File: config.mk
export PLATFORM = sky130hd
export DESIGN_NAME = regfile_multiport
export DESIGN_NICKNAME = d
export VERILOG_FILES = /design/src/rtl/regfile_pkg.sv /design/src/rtl/rf_scoreboard.sv /design/src/rtl/regfile_multiport.sv
export SDC_FILE = /design/constraint.sdc
export NUM_CORES = 2
export LEC_CHECK = 0
export ABC_CLOCK_PERIOD_IN_PS = 2400
export CORE_ASPECT_RATIO = 0.8
export CORE_MARGIN = 3
export CORE_UTILIZATION = 35
export DETAILED_ROUTE_END_ITERATION = 6
export HOLD_SLACK_MARGIN = 0.02
export PLACE_DENSITY_LB_ADDON = 0.3
export SLEW_MARGIN = 20
export SYNTH_ARGS = -nofsm -noshare
export SYNTH_HDL_FRONTEND = slang
export SYNTH_SLANG_ARGS = --single-unit
File: constraint.sdc
create_clock -name clk -period 2.4 [get_ports clk]
set_input_delay 0.48 -clock clk [delete_from_list [all_inputs] [get_ports clk]]
set_output_delay 0.48 -clock clk [all_outputs]
set_load 0.05 [all_outputs]
File: src/rtl/regfile_pkg.sv
// Shared constants for the multiport register file.
// Holds the default geometry (data width, address width, read-port count)
// and the fixed number of write ports.
package regfile_pkg;

  localparam int unsigned RF_DATA_W = 32;
  localparam int unsigned RF_ADDR_W = 5;
  localparam int unsigned RF_NUM_RD = 2;
  localparam int unsigned RF_NUM_WR = 2;

endpackage : regfile_pkg

File: src/rtl/rf_scoreboard.sv
// Register-pending scoreboard: one pending bit per register.
// Ports:
//   clk, rst_n          clock, asynchronous active-low reset
//   iss_valid/iss_addr  issue strobe; sets pending for iss_addr
//   we0/waddr0          write port 0; clears pending for waddr0
//   we1/waddr1          write port 1; clears pending for waddr1
//   pend_nxt_c          combinational next-state pending vector (for read bypass)
//   any_pending         registered OR of the next-state pending vector
module rf_scoreboard
  import regfile_pkg::*;
#(
  parameter int unsigned ADDR_W   = RF_ADDR_W,
  parameter int unsigned ZERO_REG = 1,
  localparam int unsigned NUM_REGS = 2 ** ADDR_W
) (
  input  logic                clk,
  input  logic                rst_n,
  input  logic                iss_valid,
  input  logic [ADDR_W-1:0]   iss_addr,
  input  logic                we0,
  input  logic [ADDR_W-1:0]   waddr0,
  input  logic                we1,
  input  logic [ADDR_W-1:0]   waddr1,
  output logic [NUM_REGS-1:0] pend_nxt_c,
  output logic                any_pending
);

  logic [NUM_REGS-1:0] pend_q;

  // Clears from writes first, then the issue set, so a same-cycle issue wins.
  always_comb begin
    pend_nxt_c = pend_q;
    if (we0) pend_nxt_c[waddr0] = 1'b0;
    if (we1) pend_nxt_c[waddr1] = 1'b0;
    if (iss_valid) pend_nxt_c[iss_addr] = 1'b1;
    if (ZERO_REG != 0) pend_nxt_c[0] = 1'b0;
  end

  // Pending array and its summary flag.
  always_ff @(posedge clk or negedge rst_n) begin
    if (!rst_n) begin
      pend_q      <= '0;
      any_pending <= 1'b0;
    end else begin
      pend_q      <= pend_nxt_c;
      any_pending <= |pend_nxt_c;
    end
  end

endmodule : rf_scoreboard

File: src/rtl/regfile_multiport.sv
// Multiport register file with two write ports, NUM_RD registered read ports,
// write-first bypass and a per-register pending scoreboard.
// Ports:
//   clk, rst_n            clock, asynchronous active-low reset
//   rd_en/rd_addr         per-port read enable and packed read addresses
//   rd_data/rd_pending    per-port registered read data and pending flag
//   we0/waddr0/wdata0     write port 0
//   we1/waddr1/wdata1     write port 1 (wins on same-address collision)
//   iss_valid/iss_addr    marks a register as having an outstanding producer
//   any_pending           registered OR of all pending bits
module regfile_multiport
  import regfile_pkg::*;
#(
  parameter int unsigned DATA_W   = RF_DATA_W,
  parameter int unsigned ADDR_W   = RF_ADDR_W,
  parameter int unsigned NUM_RD   = RF_NUM_RD,
  parameter int unsigned ZERO_REG = 1
) (
  input  logic                     clk,
  input  logic                     rst_n,
  input  logic [NUM_RD-1:0]        rd_en,
  input  logic [NUM_RD*ADDR_W-1:0] rd_addr,
  output logic [NUM_RD*DATA_W-1:0] rd_data,
  output logic [NUM_RD-1:0]        rd_pending,
  input  logic                     we0,
  input  logic [ADDR_W-1:0]        waddr0,
  input  logic [DATA_W-1:0]        wdata0,
  input  logic                     we1,
  input  logic [ADDR_W-1:0]        waddr1,
  input  logic [DATA_W-1:0]        wdata1,
  input  logic                     iss_valid,
  input  logic [ADDR_W-1:0]        iss_addr,
  output logic                     any_pending
);

  localparam int unsigned NUM_REGS = 2 ** ADDR_W;

  logic [DATA_W-1:0]   regs_q [NUM_REGS];
  logic [NUM_REGS-1:0] pend_nxt_c;
  logic                wr0_ok_c;
  logic                wr1_ok_c;

  // Writes aimed at the hardwired zero register are dropped.
  always_comb begin
    wr0_ok_c = we0 && !((ZERO_REG != 0) && (waddr0 == '0));
    wr1_ok_c = we1 && !((ZERO_REG != 0) && (waddr1 == '0));
  end

  // Storage; port 1 is assigned last so it wins a same-address collision.
  always_ff @(posedge clk or negedge rst_n) begin
    if (!rst_n) begin
      for (int unsigned r = 0; r < NUM_REGS; r++) begin
        regs_q[r] <= '0;
      end
    end else begin
      if (wr0_ok_c) regs_q[waddr0] <= wdata0;
      if (wr1_ok_c) regs_q[waddr1] <= wdata1;
    end
  end

  rf_scoreboard #(
    .ADDR_W   (ADDR_W),
    .ZERO_REG (ZERO_REG)
  ) u_scoreboard (
    .clk         (clk),
    .rst_n       (rst_n),
    .iss_valid   (iss_valid),
    .iss_addr    (iss_addr),
    .we0         (wr0_ok_c),
    .waddr0      (waddr0),
    .we1         (wr1_ok_c),
    .waddr1      (waddr1),
    .pend_nxt_c  (pend_nxt_c),
    .any_pending (any_pending)
  );

  for (genvar i = 0; i < NUM_RD; i++) begin : g_rd
    logic [ADDR_W-1:0] ra_c;
    logic [DATA_W-1:0] rdat_c;
    logic [DATA_W-1:0] data_q;
    logic              pend_q;

    assign ra_c = rd_addr[i*ADDR_W +: ADDR_W];

    // Write-first bypass with port 1 priority; zero register always reads 0.
    always_comb begin
      rdat_c = regs_q[ra_c];
      if (wr0_ok_c && (waddr0 == ra_c)) rdat_c = wdata0;
      if (wr1_ok_c && (waddr1 == ra_c)) rdat_c = wdata1;
      if ((ZERO_REG != 0) && (ra_c == '0)) rdat_c = '0;
    end

    // Read output registers; hold when the port is not enabled.
    always_ff @(posedge clk or negedge rst_n) begin
      if (!rst_n) begin
        data_q <= '0;
        pend_q <= 1'b0;
      end else if (rd_en[i]) begin
        data_q <= rdat_c;
        pend_q <= pend_nxt_c[ra_c];
      end
    end

    assign rd_data[i*DATA_W +: DATA_W] = data_q;
    assign rd_pending[i]               = pend_q;
  end

endmodule : regfile_multiport
### Word level (Yosys, flattened, before mapping)

Index checks and enable logic that the tools add are counted.

| cells by class | value |
|---|---|
| add/sub/neg operators | 0 |
| $mul | 0 |
| div/mod/pow operators | 0 |
| order comparisons | 14 |
| equal/unequal tests | 4 |
| shift operators | 0 |
| mux-type cells | 33 |
| bitwise operators | 9 |
| reduce and logical (&&, ||, !) cells | 18 |

Operators by type and width:

| cell | count |
|---|---|
| $bwmux W1024 | 2 |
| $mux W1024 | 2 |
| $mux W32 | 15 |
| $bmux W32 S5 | 2 |
| $demux W32 S5 | 2 |
| $and A32 B32 Y32 | 2 |
| $not A32 Y32 | 2 |
| $or A32 B32 Y32 | 1 |
| $reduce_or A31 Y1 | 1 |
| $lt A5 B6 Y1 const B | 5 |
| $ge A6 B6 Y1 const B | 4 |
| $not A5 Y6 | 4 |
| $eq A5 B5 Y1 | 4 |
| $logic_not A5 Y1 | 4 |
| $demux W1 S5 | 3 |
| $ge A5 B1 Y1 const B | 3 |
| $lt A6 B1 Y1 const B | 2 |
| $logic_and A1 B1 Y1 | 11 |
| $bmux W1 S5 | 2 |
| $mux W1 | 5 |
| $logic_not A1 Y1 | 2 |

| word-level totals | value |
|---|---|
| register bits | 1122 |
| latch bits | 0 |
| memory bits (writable) | 0 |
| ROM bits | 0 |
| output and inout port bits | 67 |
| memories kept | 0 |

### Logic depth before layout (Yosys ltp)

| logic depth | value |
|---|---|
| word-level depth | 13 |
| gate-level depth with buffers | 11 |
| gate-level depth less buffers | 7 |

### By module

From an unflattened synthesis, not the netlist that was laid out.

| second synthesis, totals | value |
|---|---|
| cells, all modules | 6867 |
| area total of the unflattened synthesis | 68961.1 µm² |

Modules (own cells, without submodules):

| module | instances | cells an instance | area an instance (µm²) | seq. area each (µm²) |
|---|---|---|---|---|
| regfile_multiport | 1 | 6712 | 67243.2 | 27276.2 |
| rf_scoreboard | 1 | 155 | 1717.9 | 800.8 |

### Worst setup path before layout

Ideal clock, no wire load.

| path | value |
|---|---|
| path type | input -> register |
| start | input rd_addr[0] |
| end | register g_rd[0].data_q[12] |
| library setup time | 132 ps |
| arrival | 2315 ps |
| required time | 2268 ps |
| slack | -47 ps |
| cell stages on the path | 9 |
| buffers on the path | 3 |
| path through | buf_2 buf_4 buf_2 mux4_2 mux4_2 nand2_1 nand3_1 o21ai_0 o21ai_1 |

| between the ends | value |
|---|---|
| longest elaborated chain between the ends | 7 |

RTL lines:

| element | RTL line | text |
|---|---|---|
| start: declaration | regfile_multiport.sv:22 | `input logic [NUM_RD*ADDR_W-1:0] rd_addr,` |
| $not A5 Y6 (implied by the code) | regfile_multiport.sv:87 | `rdat_c = regs_q[ra_c];` |
| $bmux W32 S5 | regfile_multiport.sv:87 |  |
| $mux W32 (implied by the code) (2 in series) | regfile_multiport.sv:87 |  |
| $mux W32 | regfile_multiport.sv:88 | `if (wr0_ok_c && (waddr0 == ra_c)) rdat_c = wdata0;` |
| $mux W32 | regfile_multiport.sv:89 | `if (wr1_ok_c && (waddr1 == ra_c)) rdat_c = wdata1;` |
| $mux W32 * | regfile_multiport.sv:90 | `if ((ZERO_REG != 0) && (ra_c == '0)) rdat_c = '0;` |
| end signal: assignment | regfile_multiport.sv:99 | `data_q <= rdat_c;` |
| end: declaration | regfile_multiport.sv:80 | `logic [DATA_W-1:0] data_q;` |

Every way passes the cells marked *; elsewhere a longest branch is shown, timed or not. The select of a mux whose other input is x is not followed.
A chain may end at the register's enable or synchronous reset.

### Worst setup path after layout

| path | value |
|---|---|
| start | register g_rd[0].data_q[9] |
| end | output rd_data[9] |

RTL lines:

| element | RTL line | text |
|---|---|---|
| end: declaration | regfile_multiport.sv:23 | `output logic [NUM_RD*DATA_W-1:0] rd_data,` |

No word-level cell between the ends.

==> results.ini <==
[detailed_routing]
postRouteAntennaNets=0
drt_iter0_markers=7848
vias=57000
drt_pass1_iterations=7
drt-total-wl_um=288000
via_per_inst=6.24
drcViolationCount=2
wl_per_cell_um=31.5

[place]
hpwl_um=184000
placed_cell_area_mm2=0.0784
gp_congestion=0.915
place_inst=8921
io_buffers=162
place_worst_setup_slack_ns=-0.628

[cells_and_area]
final_area_mm2=0.0824
drive_gt1_share_pct=25.0
nets=6584
final_util_pct=42.6
area_delta_synth_final_pct=20.6
instances_no_fill=9142
n_fill_cell=17900

[global_route]
grt_start_max_net_pins=85
antenna_found_initial=10
grt_pass1_vias=55300
grt-ovfl-total=0
grt_pass1_wl_um=412000
grt_use_total_pct=28.1

[sta]
slew_violations=0
post-route-period-util_pct=97.6
slew_headroom_pct=20.5
rsz0062_at_grt=false
worst_slew_pin_slew_ns=1.19
hold_viol_final=0
setup_viol=0
setup_slack_ns=0.0566
max_clock_freq_ghz=0.427
period_needed_ns=2.34
finalClockSkew_ns=0.0366
finalSetupTns_ns=0
holdWs_ns=0.275

[setup_path]
path_delay_family=buffers and inverters
cp_num_buf_inv=1
cp_slowest_cell=dlygate4sd2_1
crit_fanout=2
critPathCaptureType=output port
critPathMaxStageDelay_ns=0.59
crit_type=flop to output port
crit_arrival_ns=1.86
crit_required_ns=1.92
start_kind=flop
worstPathCellList=dlygate4sd2_1

[clock_network]
cts_tree=yes
cts_made_buffers=119
h-tree-depth=3
clk_path_buf_depth=3
cts.clk_slew.worst_paths_ns=0.07
clk-insertion-delay-late_ns=0.80
cts-root-buf=clkbuf_16
cts.sinks=1122
cts_setup_buffers=0

[synth]
syn_inst=6319
async_flop_share_pct=100
synth_fp_nets=6415
muxShareOfSynthArea_pct=34.0
synth_compound_area_share_pct=10.6
synthMostInstantiatedCell=dfrtp_1
synthFlopType=dfrtp_1
ys_ff_latch=1122
avgSynthCellArea_um2=10.8
synth_edf_count=0
synth_top_family_by_area=multiplexers
seq_area_frac_synth_pct=41.1
synth_xor_area_share_pct=0.256
synth.distinct_cells=61
yosys_warnings=0
yosys.area_share.simple_pct=9.09
syn_area_mm2=0.0683
ys_top_cells_by_area=dfrtp_1 (41%), mux4_2 (21%), mux2i_1 (13%)
synthAdderAreaFrac_pct=0
synth_common_cells=dfrtp_1 (1122), mux2i_1 (879), nor2_1 (740)
synth_top_area_share_pct=41.1
yosysTopAreaCell=dfrtp_1

[floorplanning]
dieArea_mm2=0.201
die_h_um=401
num_rows=144
io_pins=163
die_x_um=500
coreArea_mm2=0.193
start_util_pct=35.3

[power_and_ir_drop]
p_per_area_mw_per_mm2=801
p_leak_nw=36.4
ir_worst_vdd_uv=641
power_mw=66.0

[outcome]
failed_checks=DRC
outcome=finished, violations left

[worst_hold_path]
hold_path.class=input pin to async pin

[job]
max_cap_violations=0

## state kept, by name, summed over array words and instances, names as in the netlist
name                      count
regs_q                     1024
g_rd.data_q                  64
u_scoreboard.pend_q          31
g_rd.pend_q                   2
u_scoreboard.any_pending      1
## power breakdown
part	internal (mW)	switching (mW)	leakage [nW]	total, mW
clock	11.2	8.59	2.01	19.7
combinational	9.83	8.50	20.7	18.3
sequential	23.8	4.10	13.7	27.9
total	44.8	21.2	36.4	66.0
## final timing paths
path	depth (start not counted)	slack, ns	end	start
max	1	0.06	rd_data[9]	g_rd[0].data_q[9]$_DFFE_PN0P_
min	2	0.27	regs_q[737]$_DFF_PN0_	rst_n
max reg2reg	7	0.38	g_rd[0].data_q[7]$_DFFE_PN0P_	regs_q[391]$_DFF_PN0_
min reg2reg	0	0.40	regs_q[992]$_DFF_PN0_	regs_q[992]$_DFF_PN0_
max in group asynchronous	4	1.10	regs_q[533]$_DFF_PN0_	rst_n
min in group clk	5	0.31	g_rd[0].pend_q$_DFFE_PN0P_	rd_addr[3]
## cell type report
type                    instances  area (µm²)  area share [%]
repair buffers                856        9590            11.6
clock buffers                 162        3430            4.16
flip-flops and latches       1122       28100            34.1
diodes                          3        7.51         0.00911
inverters                       9        33.8          0.0410
well taps                    2555        3200            3.88
clock inverters                55         636           0.771
multi-input cells            4380       37400            45.4
## cells in the final DEF, fill, tap and decap left out, drive strengths merged, types with 14 or more instances in the layout
cell type,synthesis,final
nand2,606,606
dfrtp,1122,1122
nand2b,15,15
mux2i,879,879
a22oi,66,66
clkinv,0,36
nand3,74,74
dlygate4sd2,0,65
a21oi,652,652
buf,263,704
a32o,26,26
clkbuf,545,162
nor2,740,740
a32oi,63,63
xnor2,14,14
o21ai,418,418
clkdlybuf4s50,0,83
a31oi,64,64
mux4,642,642
## layer usage
| metal | global-route usage, % | vias up | part of all wire, % |
|---|---|---|---|
| met4 | 10.4 | 0 | 4.0 |
| li1 | - | 23500 | - |
| met3 | 8.37 | 626 | 13 |
| met1 | 40.5 | 29200 | 41 |
| met2 | 39.8 | 3714 | 42 |
| met5 | 0 | - | 0 |
## logic make-up after synthesis
family | Yosys count
xor gates and xnor gates | 20
and+or+nand+nor | 1526
DFF | 1122
AOI/OAI and AO/OA | 1313
buffers and inverters | 817
muxes | 1521
## repair_timing
item	CTS	global route
gates cloned	0	0
hold endpoints to repair	21	0
gates resized for setup	71	3
hold buffers	1	0
endpoints found under the setup margin	67	1
Power figures use the tool's default switching activity.
